**src/rtl/fechadura_pkg.sv**
```systemverilog
// ---------------------------------------------------------------------------
// fechadura_pkg
// Shared definitions for the parametrised code lock:
//   - state_t   : lock controller states (PROG only reachable when the
//                 FECHADURA_PROG_EN macro is defined)
//   - SEG_BLANK : all segments off
//   - SEG_HEX   : active-high {A,B,C,D,E,F,G} patterns for hex digits 0..F
//   - hex_to_seg: table lookup helper used by the display decoder
// ---------------------------------------------------------------------------
package fechadura_pkg;

   typedef enum logic [2:0] {
      IDLE     = 3'd0,
      ENTRADA  = 3'd1,
      ABERTO   = 3'd2,
      ERRO     = 3'd3,
      BLOQUEIO = 3'd4,
      PROG     = 3'd5
   } state_t;

   localparam logic [6:0] SEG_BLANK = 7'b000_0000;

   // Index is the hex value, bit 6 is segment A, bit 0 is segment G.
   localparam logic [6:0] SEG_HEX [16] = '{
      7'b111_1110,  // 0
      7'b011_0000,  // 1
      7'b110_1101,  // 2
      7'b111_1001,  // 3
      7'b011_0011,  // 4
      7'b101_1011,  // 5
      7'b101_1111,  // 6
      7'b111_0000,  // 7
      7'b111_1111,  // 8
      7'b111_1011,  // 9
      7'b111_0111,  // A
      7'b001_1111,  // b
      7'b100_1110,  // C
      7'b011_1101,  // d
      7'b100_1111,  // E
      7'b100_0111   // F
   };

   function automatic logic [6:0] hex_to_seg(input logic [3:0] d);
      return SEG_HEX[d];
   endfunction

endpackage

```
**src/rtl/fechadura_param_decod_7seg.sv**
```systemverilog
// ---------------------------------------------------------------------------
// decod_7seg
// Combinational hex-to-7-segment decoder for the lock display.
// Ports:
//   i_digit [3:0]  digit to show (0..F)
//   i_blank        1 = all segments off regardless of i_digit
//   o_seg   [6:0]  active-high segments {A,B,C,D,E,F,G}
// ---------------------------------------------------------------------------
module decod_7seg
   import fechadura_pkg::*;
(
   input  logic [3:0] i_digit,
   input  logic       i_blank,
   output logic [6:0] o_seg
);

   always_comb begin
      o_seg = SEG_BLANK;
      if (!i_blank) begin
         o_seg = hex_to_seg(i_digit);
      end
   end

endmodule

```
**src/rtl/fechadura_param.sv**
```systemverilog
// ---------------------------------------------------------------------------
// fechadura_param
// Parametrised digit-sequence code lock. Digits are accepted on the rising
// edge of `insere`, the last accepted digit is shown on a 7-segment display,
// a correct CODE_LEN-digit code opens the lock (LED) for OPEN_CYCLES cycles,
// a wrong code pulses `erro`, and MAX_TRIES consecutive wrong codes lock the
// keypad out (`bloqueado`) for LOCK_CYCLES cycles.
//
// Optional feature (macro FECHADURA_PROG_EN): adds input `programa`; while
// open, programa=1 enters PROG and the next CODE_LEN digits become the new
// code (MS digit first). Without the macro the code is the constant CODE.
//
// Ports:
//   clk        clock, all logic on posedge
//   reset      synchronous active-low reset
//   insere     digit strobe (rising edge accepts a digit)
//   numero     digit value, DIGIT_W bits
//   limpa      abort current entry (ignored while open / locked out)
//   programa   (FECHADURA_PROG_EN only) enter code programming while open
//   LED        1 while open
//   A..G       active-high segments of the last accepted digit
//   erro       one-cycle pulse on a wrong complete code
//   bloqueado  1 during lockout
// ---------------------------------------------------------------------------
module fechadura_param
   import fechadura_pkg::*;
#(
   parameter int                           DIGIT_W     = 4,
   parameter int                           CODE_LEN    = 4,
   parameter logic [CODE_LEN*DIGIT_W-1:0]  CODE        = 16'h5909,
   parameter int                           MAX_TRIES   = 3,
   parameter int                           OPEN_CYCLES = 8,
   parameter int                           LOCK_CYCLES = 16
)(
   input  logic               clk,
   input  logic               reset,
   input  logic               insere,
   input  logic [DIGIT_W-1:0] numero,
   input  logic               limpa,
`ifdef FECHADURA_PROG_EN
   input  logic               programa,
`endif
   output logic               LED,
   output logic               A,
   output logic               B,
   output logic               C,
   output logic               D,
   output logic               E,
   output logic               F,
   output logic               G,
   output logic               erro,
   output logic               bloqueado
);

   localparam int CODE_W  = CODE_LEN * DIGIT_W;
   // Index only ever holds 0..CODE_LEN-1: the last digit is evaluated
   // in its acceptance cycle instead of being stored.
   localparam int IDX_W   = (CODE_LEN < 2) ? 1 : $clog2(CODE_LEN);
   localparam int FAIL_W  = (MAX_TRIES < 2) ? 1 : $clog2(MAX_TRIES);
   localparam int TMR_MAX = ((OPEN_CYCLES > LOCK_CYCLES) ? OPEN_CYCLES : LOCK_CYCLES) - 1;
   localparam int TMR_W   = (TMR_MAX < 2) ? 1 : $clog2(TMR_MAX + 1);

   state_t              r_state;
   logic [IDX_W-1:0]    r_idx;
   logic                r_mism;
   logic [FAIL_W-1:0]   r_fail;
   logic [TMR_W-1:0]    r_timer;
   logic                r_insere_d;
   logic [DIGIT_W-1:0]  r_digit;
   logic                r_blank;
   logic                r_led;
   logic                r_erro;
   logic                r_bloq;

   logic [CODE_W-1:0]   w_code;
   logic [DIGIT_W-1:0]  w_slice [CODE_LEN];
   logic                w_ac;
   logic                w_mism_acc;
   logic                w_last;
   logic                w_fail_last;
   logic [6:0]          w_seg;

`ifdef FECHADURA_PROG_EN
   logic [CODE_W-1:0]   r_code;
   assign w_code = r_code;
`else
   assign w_code = CODE;
`endif

   // Slice 0 is the first digit entered, taken from the MS end of the code.
   generate
      for (genvar gi = 0; gi < CODE_LEN; gi++) begin : g_slice
         assign w_slice[gi] = w_code[(CODE_LEN-1-gi)*DIGIT_W +: DIGIT_W];
      end
   endgenerate

   assign w_ac        = insere & ~r_insere_d;
   // r_idx and r_mism are both 0 whenever the machine sits in IDLE, so the
   // same accumulate expression covers the first digit as well.
   assign w_mism_acc  = r_mism | (numero != w_slice[r_idx]);
   assign w_last      = (int'(r_idx) == CODE_LEN - 1);
   assign w_fail_last = (int'(r_fail) + 1 == MAX_TRIES);

   always_ff @(posedge clk) begin
      if (!reset) begin
         r_state    <= IDLE;
         r_idx      <= '0;
         r_mism     <= 1'b0;
         r_fail     <= '0;
         r_timer    <= '0;
         r_insere_d <= 1'b0;
         r_digit    <= '0;
         r_blank    <= 1'b1;
         r_led      <= 1'b0;
         r_erro     <= 1'b0;
         r_bloq     <= 1'b0;
`ifdef FECHADURA_PROG_EN
         r_code     <= CODE;
`endif
      end else begin
         r_insere_d <= insere;
         case (r_state)
            IDLE, ENTRADA: begin
               // limpa takes priority; a digit strobed in the same cycle is lost
               if (limpa) begin
                  r_state <= IDLE;
                  r_idx   <= '0;
                  r_mism  <= 1'b0;
                  r_blank <= 1'b1;
               end else if (w_ac) begin
                  r_digit <= numero;
                  r_blank <= 1'b0;
                  if (w_last) begin
                     r_idx  <= '0;
                     r_mism <= 1'b0;
                     if (!w_mism_acc) begin
                        r_state <= ABERTO;
                        r_fail  <= '0;
                        r_timer <= TMR_W'(OPEN_CYCLES - 1);
                        r_led   <= 1'b1;
                     end else if (w_fail_last) begin
                        r_state <= BLOQUEIO;
                        r_fail  <= '0;
                        r_timer <= TMR_W'(LOCK_CYCLES - 1);
                        r_bloq  <= 1'b1;
                     end else begin
                        r_state <= ERRO;
                        r_fail  <= r_fail + 1'b1;
                        r_erro  <= 1'b1;
                     end
                  end else begin
                     r_state <= ENTRADA;
                     r_idx   <= r_idx + 1'b1;
                     r_mism  <= w_mism_acc;
                  end
               end
            end

            ABERTO: begin
`ifdef FECHADURA_PROG_EN
               // Programming freezes the open timer; LED stays on until done.
               if (programa) begin
                  r_state <= PROG;
               end else
`endif
               if (r_timer == '0) begin
                  r_state <= IDLE;
                  r_led   <= 1'b0;
               end else begin
                  r_timer <= r_timer - 1'b1;
               end
            end

            ERRO: begin
               r_state <= IDLE;
               r_erro  <= 1'b0;
            end

            BLOQUEIO: begin
               if (r_timer == '0) begin
                  r_state <= IDLE;
                  r_bloq  <= 1'b0;
                  r_blank <= 1'b1;
               end else begin
                  r_timer <= r_timer - 1'b1;
               end
            end

`ifdef FECHADURA_PROG_EN
            PROG: begin
               if (w_ac) begin
                  r_code[(CODE_LEN-1-int'(r_idx))*DIGIT_W +: DIGIT_W] <= numero;
                  r_digit <= numero;
                  r_blank <= 1'b0;
                  if (w_last) begin
                     r_state <= IDLE;
                     r_idx   <= '0;
                     r_led   <= 1'b0;
                  end else begin
                     r_idx   <= r_idx + 1'b1;
                  end
               end
            end
`endif

            default: begin
               r_state <= IDLE;
               r_idx   <= '0;
               r_mism  <= 1'b0;
               r_led   <= 1'b0;
               r_erro  <= 1'b0;
               r_bloq  <= 1'b0;
            end
         endcase
      end
   end

   decod_7seg u_decod (
      .i_digit (4'(r_digit)),
      .i_blank (r_blank),
      .o_seg   (w_seg)
   );

   assign {A, B, C, D, E, F, G} = w_seg;
   assign LED       = r_led;
   assign erro      = r_erro;
   assign bloqueado = r_bloq;

endmodule

```
**config.mk**
```make
export PLATFORM = sky130hd
export DESIGN_NAME = fechadura_param
export DESIGN_NICKNAME = d
export VERILOG_FILES = /design/src/rtl/fechadura_pkg.sv /design/src/rtl/fechadura_param_decod_7seg.sv /design/src/rtl/fechadura_param.sv
export SDC_FILE = /design/constraint.sdc
export NUM_CORES = 1
export LEC_CHECK = 0
export ABC_AREA = 1
export CAP_MARGIN = 20
export CORE_ASPECT_RATIO = 0.75
export CORE_MARGIN = 3
export CORE_UTILIZATION = 45
export DETAILED_ROUTE_END_ITERATION = 12
export PLACE_DENSITY_LB_ADDON = 0.2
export SLEW_MARGIN = 20
export SYNTH_ARGS = -nofsm -noshare
export SYNTH_HDL_FRONTEND = slang
export SYNTH_HIERARCHICAL = 1
export SYNTH_SLANG_ARGS = --single-unit
```
**constraint.sdc**
```tcl
create_clock -name clk -period 2.5 [get_ports clk]
set_input_delay 0.375 -clock clk [delete_from_list [all_inputs] [get_ports clk]]
set_output_delay 0.375 -clock clk [all_outputs]
set_load 0.05 [all_outputs]
```
* Word-level counts from Yosys, hierarchy flattened
Memories as Yosys holds them, arrays and structs flattened. Cells that the tools add are included.
Word-level totals: flip-flop bits (word level) 21, memories kept 1, output and inout port bits 10, ROM bits 112, word-level logic and storage cells 118, input bits 8
Cells by class: add/subtract/negate cells 4, magnitude comparators 2, eq/ne operators 20, mux-type cells 52, bitwise logic cells 10, reductions and logical operators 18
Memory list:
- (name not given) | depth 16, bits a word 7, read ports 1, clocked after Yosys merged registers in 0, write ports 0, RTL line fechadura_pkg.sv:44 | return SEG_HEX[d];
Operators by type and width (number):
- 4-bit two-way mux | 8
- 1-bit two-way mux | 21
- 7-bit two-way mux | 3
- 2-bit inequality test (second input constant) | 10
- 3-bit two-way mux | 6
- 6-bit AND reduction | 3
- 2-bit two-way mux | 5
- 3-bit by 2-bit equality test with 1-bit output (second input constant) | 3
- 4-bit binary-select mux with 2-bit select | 1
- 4-bit one-hot mux with 2 select lines | 1
- 2-bit OR reduction | 4
- 7-bit AND reduction | 1
- 3-bit inequality test (second input constant) | 2
- 1-bit NOT | 6
- 1-bit one-hot mux with 2 select lines | 3
- 1-bit one-hot mux with 3 select lines | 2
- 3-bit one-hot mux with 2 select lines | 1
- 3-bit AND reduction | 2
- 5-bit greater-or-equal comparator (second input constant) | 1
- 4-bit NOT with 5-bit output | 1
- 2-bit by 1-bit adder with 2-bit output (second input constant) | 2
- 4-bit zero test | 1
- 4-bit inequality test | 1
- 2-bit one-hot mux with 2 select lines | 1
- 15 further kinds | 17

* Longest topological paths before layout
Gate-level depths: netlist of the first run.
depth after elaboration 11, mapped depth 12, gate-level depth less buffers 12

* Modules after synthesis
The synthesis of the first run kept the hierarchy.
Modules (own cells, without submodules):
- fechadura_param | area an instance 1226.2 um^2, instances 1, seq. area each 420.4 um^2, cells an instance 180
- decod_7seg | area an instance 302.8 um^2, instances 1, seq. area each 0.0 um^2, cells an instance 48

* Worst setup path after synthesis of the first run
No wires, ideal clock.
kind reg2out, start point register r_digit[0], end point output port B, stages on the path, launching flop included 6, buffers on the path 0, data arrival time 1659 ps, data required time 2125 ps, setup slack 466 ps, cell sequence dfxtp_1 -> inv_1 -> ha_1 -> nand3_1 -> nand2_1 -> a21oi_1
Between the ends: longest elaborated chain between the ends 5
Ends and longest elaborated chain:
- start: declaration | RTL line fechadura_param.sv:69 | logic [DIGIT_W-1:0] r_digit;
- start signal: assignment | RTL line fechadura_param.sv:131 | r_digit <= numero;
- 4-bit NOT with 5-bit output (not written as such) | RTL line fechadura_pkg.sv:44
- memory read 16 x 7 bit
- 7-bit two-way mux (not written as such) (2 in series) | RTL line fechadura_pkg.sv:44
- 7-bit two-way mux | RTL line fechadura_param_decod_7seg.sv:19 | if (!i_blank) begin
- end: declaration | RTL line fechadura_param.sv:45 | output logic B,
No other way between the ends. The select of a mux whose other input is x is not followed.

* Worst setup path in the final report of the first run
start point register r_digit[0], end point output port D
Between the ends: longest elaborated chain between the ends 5
Ends and longest elaborated chain:
- 4-bit NOT with 5-bit output (not written as such) | RTL line fechadura_pkg.sv:44
- memory read 16 x 7 bit
- 7-bit two-way mux (not written as such) (2 in series) | RTL line fechadura_pkg.sv:44
- 7-bit two-way mux | RTL line fechadura_param_decod_7seg.sv:19
- end: declaration | RTL line fechadura_param.sv:47 | output logic D,
No other way between the ends. The select of a mux whose other input is x is not followed.

==> results of run 1 <==
==> worst max path at each step <==
stage | start | end | slack (ps) | cells after the start
3_3_place_gp | numero[1] | bloqueado$_SDFFE_PN0P_ | 680 | 9
3_5_place_dp | numero[1] | r_timer[1]$_SDFFE_PN0P_ | 640 | 10
4_1_cts | r_digit[0]$_SDFFE_PN0P_ | D | 460 | 6
5_1_grt | r_digit[0]$_SDFFE_PN0P_ | B | 350 | 6
2_1_floorplan | r_digit[0]$_SDFFE_PN0P_ | B | 470 | 5
6_report | r_digit[0]$_SDFFE_PN0P_ | D | 470 | 6
==> critical path: stages, from the launching register on <==
cell and delay, ps:
dfxtp_1 440, inv_1 130, ha_1 320, nand3b_1 190
nand3_2 100, nor2_2 30, buf_4 180
==> where the power goes <==
part	internal (mW)	leakage [nW]	total [mW]	switching (mW)
Combinational	0.0591	0.617	0.170	0.111
Clock	0.111	0.0255	0.227	0.116
Sequential	0.345	0.171	0.361	0.0156
==> layout make-up <==
cell class | count | area (sq um)
repair buffers | 18 | 160
clock buffers | 3 | 41.3
well taps | 38 | 47.5
clock inverters | 1 | 5.00
fillers | 299 | 1330
inverters | 41 | 156
multi-input cells | 163 | 922
flip-flops and latches | 21 | 420
==> state kept, by name, indices dropped and copies added, names as in the netlist <==
| signal | cells |
|---|---|
| r_fail | 2 |
| r_timer | 4 |
| r_blank | 1 |
| r_idx | 2 |
| r_mism | 1 |
| r_insere_d | 1 |
| erro | 1 |
| r_state | 3 |
| LED | 1 |
| r_digit | 4 |
| bloqueado | 1 |
==> stage by stage <==
step | area, sq um | power (mW) | worst slack, ps
floorplan | 1530 | 0.494 | 466
global placement | 1710 | 0.537 | 681
detailed placement | 1710 | 0.538 | 644
CTS | 1750 | 0.773 | 465
global route | 1750 | 0.799 | 346
finish | 1750 | 0.758 | 474
==> layer usage <==
metal  up-vias  wire length [um]
met3         2               139
met5         -                 0
li1        761                 -
met4         0                13
met2        23              1250
met1       604              1750
==> kinds of logic (layout without fill, tap and decap cells) <==
kind of cell	after synthesis	in the layout
AOI/OAI and AO/OA	42	42
buffers and inverters	44	63
and+or+nand+nor	111	111
adders and majority gates	10	10
DFF	21	21
==> placed cells by master, fill, tap and decap left out <==
cell type and instances:
dfxtp_1 21, nand3_1 15, inv_1 34, clkdlybuf4s50_1 10, clkbuf_8 3, nor2_2 6
o21ai_0 19, nand4_1 2, nor3_4 2, o21ai_1 1, nand3_4 1, nand2_4 2
nand3_2 3, inv_4 1, nand2_1 42, nor2_1 26, nor3_1 3, inv_2 6
buf_4 8, a21oi_4 1, nand3b_1 1, nand2_2 4, a21oi_1 21, nor2_4 4
ha_1 10, clkinv_2 1
==> results.yml, run 1 <==
sta:
  rsz0062_at_grt: "no"
  holdWs_ps: 454
  min_period_over_period_pct: 81.1
  clock-skew-final_ps: 3.14
  final.setup.tns_ps: 0
  finalCriticalPeriod_ps: 2030
  finalSetupViolations: 0
  finalHoldViolations: 0
  fmax_ghz: 0.494
  relSlewSlack_pct: 67.1
  report.final.slew_viol_count: 0
  tightest_slew_ps: 493
synthesis:
  synthArstFlopShare_pct: 0
  syn-num-nets: 246
  yosys.area.top_type: "dfxtp_1"
  yosysUniqueCellTypes: 24
  synth_top_family_by_area: "simple AND/OR/NAND/NOR gates"
  syn_area_sq_mm: 0.00153
  synth_compound_gate_area_share_pct: 14.5
  synth_edf_count: 0
  synth_simple_gate_area_share_pct: 37.6
  synth-adder-area-share_pct: 8.18
  synth_xor_area_share_pct: 0
  syn_inst: 228
  synth_common_cells: "nand2_1, inv_1, nor2_1, a21oi_1, dfxtp_1"
  synth_top_area_share_pct: 27.5
  synth_mux_area_share_pct: 0
  ys_ff_latch: 21
  seq_area_frac_synth_pct: 27.5
  yosysMostFrequentCell: "nand2_1"
  syn_area_per_cell_sq_um: 6.71
  ys.flop_type: "dfxtp_1"
  synth_warnings: 6
  synthTopCellsByArea: "dfxtp_1, nand2_1, inv_1"
power_and_ir_drop:
  p_leak_nw: 0.814
  irDropWorstVdd_v: 0.000345
  powerDensity_mw_per_mm2: 433
worst_setup_path:
  crit_fanout: 6
  worstPathArrival_ps: 1650
  path_class: "flip-flop to output port"
  cp.required_ps: 2120
  reg2reg_slack_ps: 820
  reg2reg_depth: 12
  timing.rr.start: "r_idx[0]$_SDFFE_PN0P_"
  cp-start-kind: "flip-flop"
  cp-end-kind: "output port"
  r2r_end: "r_timer[1]$_SDFFE_PN0P_"
global_route:
  grt.met3_usage_pct: 3.76
  grt_max_degree: 13
  top_usage_layer: "met1"
  grt_remaining_overflow: 0
  grt_pass1_vias: 1186
  grt_use_total_pct: 16.2
  grt_pass1_wl_um: 5350
  antenna_found_initial: 0
  met2_usage_pct: 23.6
  met1_usage_pct: 24.2
layout:
  final_layout_size_suffix_gt1_share_pct: 17.0
  instances_no_fill: 285
  num_antenna_cells: 0
  postLayoutCoreUtil_pct: 56.8
  nets: 266
  area_growth_pct: 14.6
cts:
  cts_root_buf: "clkbuf_8"
  clk_pin_slew_ps: 80
  cts_inserted_buffers: 3
  clk_path_buf_depth: 2
  h-tree-depth: 1
  cts_tree: "done"
  hold_buffers: 0
  clock_sinks: 21
  cts_resized: 0
  clock_latency_ps: 260
  cts_setup_buffers: 0
worst_hold_path:
  hp-start: "LED$_SDFFE_PN0P_"
  worstHoldPathCells: 2
  hold_end: "LED$_SDFFE_PN0P_"
  hp-class: "flip-flop to flip-flop"
status:
  status: "complete, no violations"
placed_design:
  port_buffers: 17
  dpl.cell_count: 281
  hpwl_um: 2450
  place_congestion: 0.867
die:
  rows: 17
  dieArea_sq_mm: 0.00414
  fp.dieW_um: 73.3
  core_area_sq_mm: 0.00308
  io_pins: 18
  start_util_pct: 49.6
  dieHeight_um: 56.5
detailed_routing:
  postRouteWirelength_um: 3150
  drc: 0
  vias: 1390
  ant_nets: 0
  drt_pass1_iterations: 4
  drt-initial-drc-count: 52
  wl_per_cell_um: 11.1
  vias_per_cell: 4.88
flow_run:
  drv_cap: 0
Note: power is estimated with default switching activity, not from simulation.
==> inputs of run 2 (changes only) <==
- clock period: 2.5 -> 1.9 ns (I/O delays scaled with it)
==> run 2 against run 1 <==
  * Combinational power up 58%
  * Largest power group unchanged
  * Via count up 2.6%
  * Non-clock buffer count up 1
  * Largest cell class unchanged
  * Clock skew up 4.2 ps
  * Sequential share of layout area down 1.0 points
==> results.yml, run 2 (synthesis gave the netlist of run 1 again) <==
layout:
  largestRegisters: "r_digit (4), r_timer (4), r_state (3)"
  postLayoutCoreUtil_pct: 60.6
  layout_common_cells: "nand2_1, inv_1, nor2_1, a21oi_1, o21ai_0"
  nets: 267
  final_common_cell: "nand2_1"
  area_growth_pct: 22.2
  num_antenna_cells: 0
  fillerInstances: 286
  final_layout_size_suffix_gt1_share_pct: 19.4
sta:
  finalHoldViolations: 0
  finalCriticalPeriod_ps: 1800
  min_period_over_period_pct: 95.0
  holdWs_ps: 454
  tightest_slew_ps: 490
  clock-skew-final_ps: 7.32
  relSlewSlack_pct: 67.2
  report.final.slew_viol_count: 0
  fmax_ghz: 0.554
  final.setup.tns_ps: 0
  finalSetupViolations: 0
cts:
  clock_latency_ps: 260
  clock_sinks: 21
  cts_root_buf: "clkbuf_8"
  cts_inserted_buffers: 3
  cts_tree: "done"
  clk_path_buf_depth: 2
  clk_pin_slew_ps: 80
  hold_buffers: 0
  h-tree-depth: 1
worst_setup_path:
  reg2reg_depth: 12
  timing.rr.start: "r_idx[0]$_SDFFE_PN0P_"
  path_class: "flip-flop to output port"
  cp-start-kind: "flip-flop"
  reg2reg_slack_ps: 270
  cp.required_ps: 1620
  worstPathArrival_ps: 1520
  r2r_end: "r_timer[2]$_SDFFE_PN0P_"
  crit_fanout: 6
  cp-end-kind: "output port"
global_route:
  grt_max_degree: 13
  grt_remaining_overflow: 0
  grt_use_total_pct: 16.6
  antenna_found_initial: 0
  grt_pass1_wl_um: 5470
  grt_pass1_vias: 1221
power_and_ir_drop:
  irDropWorstVdd_v: 0.000444
  powerDensity_mw_per_mm2: 558
  total_power_mw: 1.04
  p_leak_nw: 0.845
detailed_routing:
  drc: 0
  ant_nets: 0
  vias: 1426
  drt-initial-drc-count: 56
  wl_per_cell_um: 10.8
  drt_pass1_iterations: 4
  postRouteWirelength_um: 3100
  vias_per_cell: 4.99
die:
  start_util_pct: 49.6
  dieHeight_um: 56.5
  rows: 17
  dieArea_sq_mm: 0.00414
  core_area_sq_mm: 0.00308
  fp.dieW_um: 73.3
  io_pins: 18
placed_design:
  place_congestion: 0.892
  hpwl_um: 2460
  port_buffers: 17
status:
  status: "complete, no violations"
flow_run:
  drv_cap: 0
worst_hold_path:
  hp-class: "flip-flop to flip-flop"
  worstHoldPathCells: 2
  hold_end: "LED$_SDFFE_PN0P_"
  hp-start: "LED$_SDFFE_PN0P_"
[run 2: cell count changes in the layout (fill, tap and decap cells not counted), moves of 2 or more]
cell / before / now
buf_12: 0 / 7
dfxtp_4: 0 / 2
buf_4: 8 / 2
dfxtp_1: 21 / 18
[run 2: worst max-delay path: stages, from the launching register on]
cell      delay, ps
dfxtp_4         380
inv_1            90
ha_1            310
nand3b_1        190
nand3_2         110
nor2_4           40
buf_12          150
[run 2: repair_timing]
| item | in CTS | in global routing |
|---|---|---|
| buffers inserted | 0 | 0 |
| pin swaps | 0 | 0 |
| endpoints found under the setup margin | 3 | 7 |
| endpoints found under the hold margin | 0 | 0 |
| gates resized for setup | 1 | 6 |
[run 2: metal layers]
metal,global-route usage [%],up-vias,wire [um]
met3,3.76,2,138
li1,-,763,-
met1,25.8,629,1700
met4,3.88,0,25
met5,0,-,0
met2,22.7,32,1240
[run 2: metrics by stage]
| stage | setup WS [ps] | std cells | instance area (sq um) |
|---|---|---|---|
| floorplan | 48.8 | 228 | 1530 |
| global placement | 189 | 282 | 1810 |
| detailed placement | 124 | 282 | 1810 |
| CTS | 3.06 | 286 | 1850 |
| global route | -2.78 | 286 | 1870 |
| finish | 95.0 | 286 | 1870 |
[run 2: worst max path at each step]
stage	startpoint	end	cells after the start
global placement	numero[0]	r_timer[2]$_SDFFE_PN0P_	11
floorplan	r_digit[0]$_SDFFE_PN0P_	G	5
CTS	r_digit[0]$_SDFFE_PN0P_	D	6
finish	r_digit[0]$_SDFFE_PN0P_	D	6
detailed placement	numero[0]	r_timer[2]$_SDFFE_PN0P_	11
global route	r_digit[0]$_SDFFE_PN0P_	D	6
[run 2: cell type report]
type	instances	area (sq um)	share of cell area [%]
multi-input cells	163	933	50.0
flip-flops and latches	21	429	23.0
repair buffers	19	255	13.7
inverters	41	156	8.37
well taps	38	47.5	2.55
clock buffers	3	41.3	2.21
clock inverters	1	5.00	0.268
[run 2: report_power, final]
group / total (mW) / switching (mW) / leakage [nW] / internal, mW
logic: 0.269 / 0.156 / 0.646 / 0.113
clock network: 0.298 / 0.152 / 0.0255 / 0.146
registers: 0.474 / 0.0203 / 0.173 / 0.454
==> inputs of run 3 (changes only) <==
==> constraint.sdc (replaced) <==
create_clock -name clk -period 1.9 [get_ports clk]
set_input_delay 0.57 -clock clk [delete_from_list [all_inputs] [get_ports clk]]
set_output_delay 0.57 -clock clk [all_outputs]
set_load 0.05 [all_outputs]
==> run 3 against run 2 <==
  * Register-to-register slack gained 100 ps
  * Sequential power shrank 0.8%
  * Power grew 6.2%
  * Largest power group unchanged
  * The flow now finishes with violations (setup timing)
  * Clock power grew 3%
  * Critical endpoint unchanged
  * First-iteration DRC count grew 43%
  * Flip-flop and latch count is the same
  * Largest cell class unchanged
  * Sequential share of layout area shrank 2.3 points
  * Count of clock-buffer cells in the layout is the same
  * Cell area grew 11%
  * Die area is the same
  * Combinational power grew 23%
==> results.yml, run 3 (synthesis gave the netlist of run 1 again) <==
worst_setup_path:
  critical_path.top_delay_family: "flip-flops"
  critPathMaxStageDelay_ps: 350
  path_class: "flip-flop to output port"
  timing.rr.start: "r_idx[0]$_SDFFE_PN0P_"
  worstPathArrival_ps: 1410
  crit_chain: "buf_4, ha_4, nor2_2, nor2_1, nor2_4, buf_12"
  critPathLaunch: "r_digit[1]$_SDFFE_PN0P_"
  crit_fanout: 4
  critical_path.slowest_cell: "dfxtp_2"
  critPathBufInv: 2
  cp-end-kind: "output port"
  cp-start-kind: "flip-flop"
  cp.required_ps: 1330
layout:
  instances_no_fill: 303
  layout_common_cells: "nand2_1, inv_1, nor2_1, buf_4"
  fillerInstances: 274
  nets: 284
  final_common_cell: "nand2_1"
  seq_area_sq_um: 427
  num_antenna_cells: 0
  final_layout_size_suffix_gt1_share_pct: 30.2
  largestRegisters: "r_digit (4), r_timer (4), r_state (3)"
  multi_input_area_sq_mm: 0.00100
  area_growth_pct: 35.2
cts:
  clock_sinks: 21
  hold_buffers: 0
  h-tree-depth: 1
  clk_path_buf_depth: 2
  cts_inserted_buffers: 3
  cts_tree: "done"
  clk_pin_slew_ps: 80
  cts_root_buf: "clkbuf_8"
  clock_latency_ps: 260
flow_run:
  drv_cap: 0
global_route:
  grt_use_total_pct: 17.4
  grt_max_degree: 14
  antenna_found_initial: 0
  met2_usage_pct: 25.9
  met1_usage_pct: 25.5
  top_usage_layer: "met2"
  grt_remaining_overflow: 0
  grt_pass1_wl_um: 5830
  grt_pass1_vias: 1330
  grt.met3_usage_pct: 4.29
detailed_routing:
  drt-initial-drc-count: 80
  ant_nets: 0
  vias_per_cell: 4.80
  vias: 1455
  drc: 0
  postRouteWirelength_um: 3290
  drt_pass1_iterations: 4
  wl_per_cell_um: 10.9
placed_design:
  hpwl_um: 2540
  port_buffers: 17
  dpl.cell_count: 296
  place_congestion: 0.809
die:
  dieHeight_um: 56.5
  dieArea_sq_mm: 0.00414
  rows: 17
  start_util_pct: 49.6
  fp.dieW_um: 73.3
  io_pins: 18
  core_area_sq_mm: 0.00308
sta:
  finalHoldViolations: 0
  fmax_ghz: 0.505
  fin_ws_ps: -79.0
  tightest_slew_ps: 293
  min_period_over_period_pct: 104
  holdWs_ps: 457
  finalSetupViolations: 7
  relSlewSlack_pct: 80.4
  finalCriticalPeriod_ps: 1980
  rsz0062_at_grt: "yes"
  clock-skew-final_ps: 5.28
  report.final.slew_viol_count: 0
worst_hold_path:
  hp-start: "LED$_SDFFE_PN0P_"
  hp-class: "flip-flop to flip-flop"
status:
  status: "finished with violations"
  violations: "setup timing"
power_and_ir_drop:
  irDropWorstVdd_v: 0.000380
  p_leak_nw: 0.935
  powerDensity_mw_per_mm2: 535
[run 3: changes by cell type in the layout (fill, tap and decap cells not counted), moves of 2 or more]
cell / before / now
inv_4: 1 / 3
clkdlybuf4s50_1: 10 / 7
a21oi_1: 20 / 18
nor2_1: 25 / 22
ha_4: 0 / 3
buf_4: 2 / 21
inv_1: 34 / 32
ha_1: 10 / 7
nor2_4: 5 / 7
a21oi_2: 1 / 3
[run 3: metrics by stage]
step                setup TNS (ps)  utilization (%)  power, mW  cell area, sq um  setup WS [ps]
global route                  -906             67.0       1.17              2070           -152
detailed placement            -200             62.4      0.787              1930          -45.3
finish                        -415             67.0       1.11              2070          -79.0
floorplan                    -61.7                -      0.660              1560          -36.1
CTS                           -459             66.9       1.12              2060          -95.3
global placement             -69.5             62.4      0.784              1930          -29.1
[run 3: final timing paths]
path	slack [ps]	end	depth (start not counted)
setup reg to reg	370	r_timer[2]$_SDFFE_PN0P_	11
setup / recovery	-80	D	6
hold / removal	460	LED$_SDFFE_PN0P_	2
hold reg to reg	460	LED$_SDFFE_PN0P_	2
[run 3: cell type report]
class	instances	share of cell area (%)
multi-input cells	163	48.5
flip-flops and latches	21	20.6
repair buffers	36	18.3
inverters	41	7.81
well taps	38	2.30
clock buffers	3	2.00
clock inverters	1	0.363
[run 3: where the power goes]
group | total [mW] | internal (mW) | switching (mW)
sequential | 0.470 | 0.455 | 0.0154
clock | 0.306 | 0.148 | 0.158
combinational | 0.330 | 0.149 | 0.182
[run 3: worst reg2reg max path, cell delays in order, from the launching register on]
cell	delay, ps
dfxtp_1	400
inv_2	80
ha_1	210
nand2_1	70
nand2_1	50
nor2_2	130
nand2_1	90
nand3_1	160
nand2_2	100
nand2_1	60
nand2_1	60
nor2_2	70
[run 3: routing by layer]
metal	routed length [um]	vias up
met1	1720	621
met2	1370	37
met3	185	2
met4	17	0
li1	-	795
met5	0	-
[run 3: repair_timing]
action / CTS / global route
setup buffers: 3 / 0
gates resized for setup: 19 / 1
hold endpoints to repair: 0 / 0
endpoints found under the setup margin: 7 / 7
pin swaps: 7 / 3
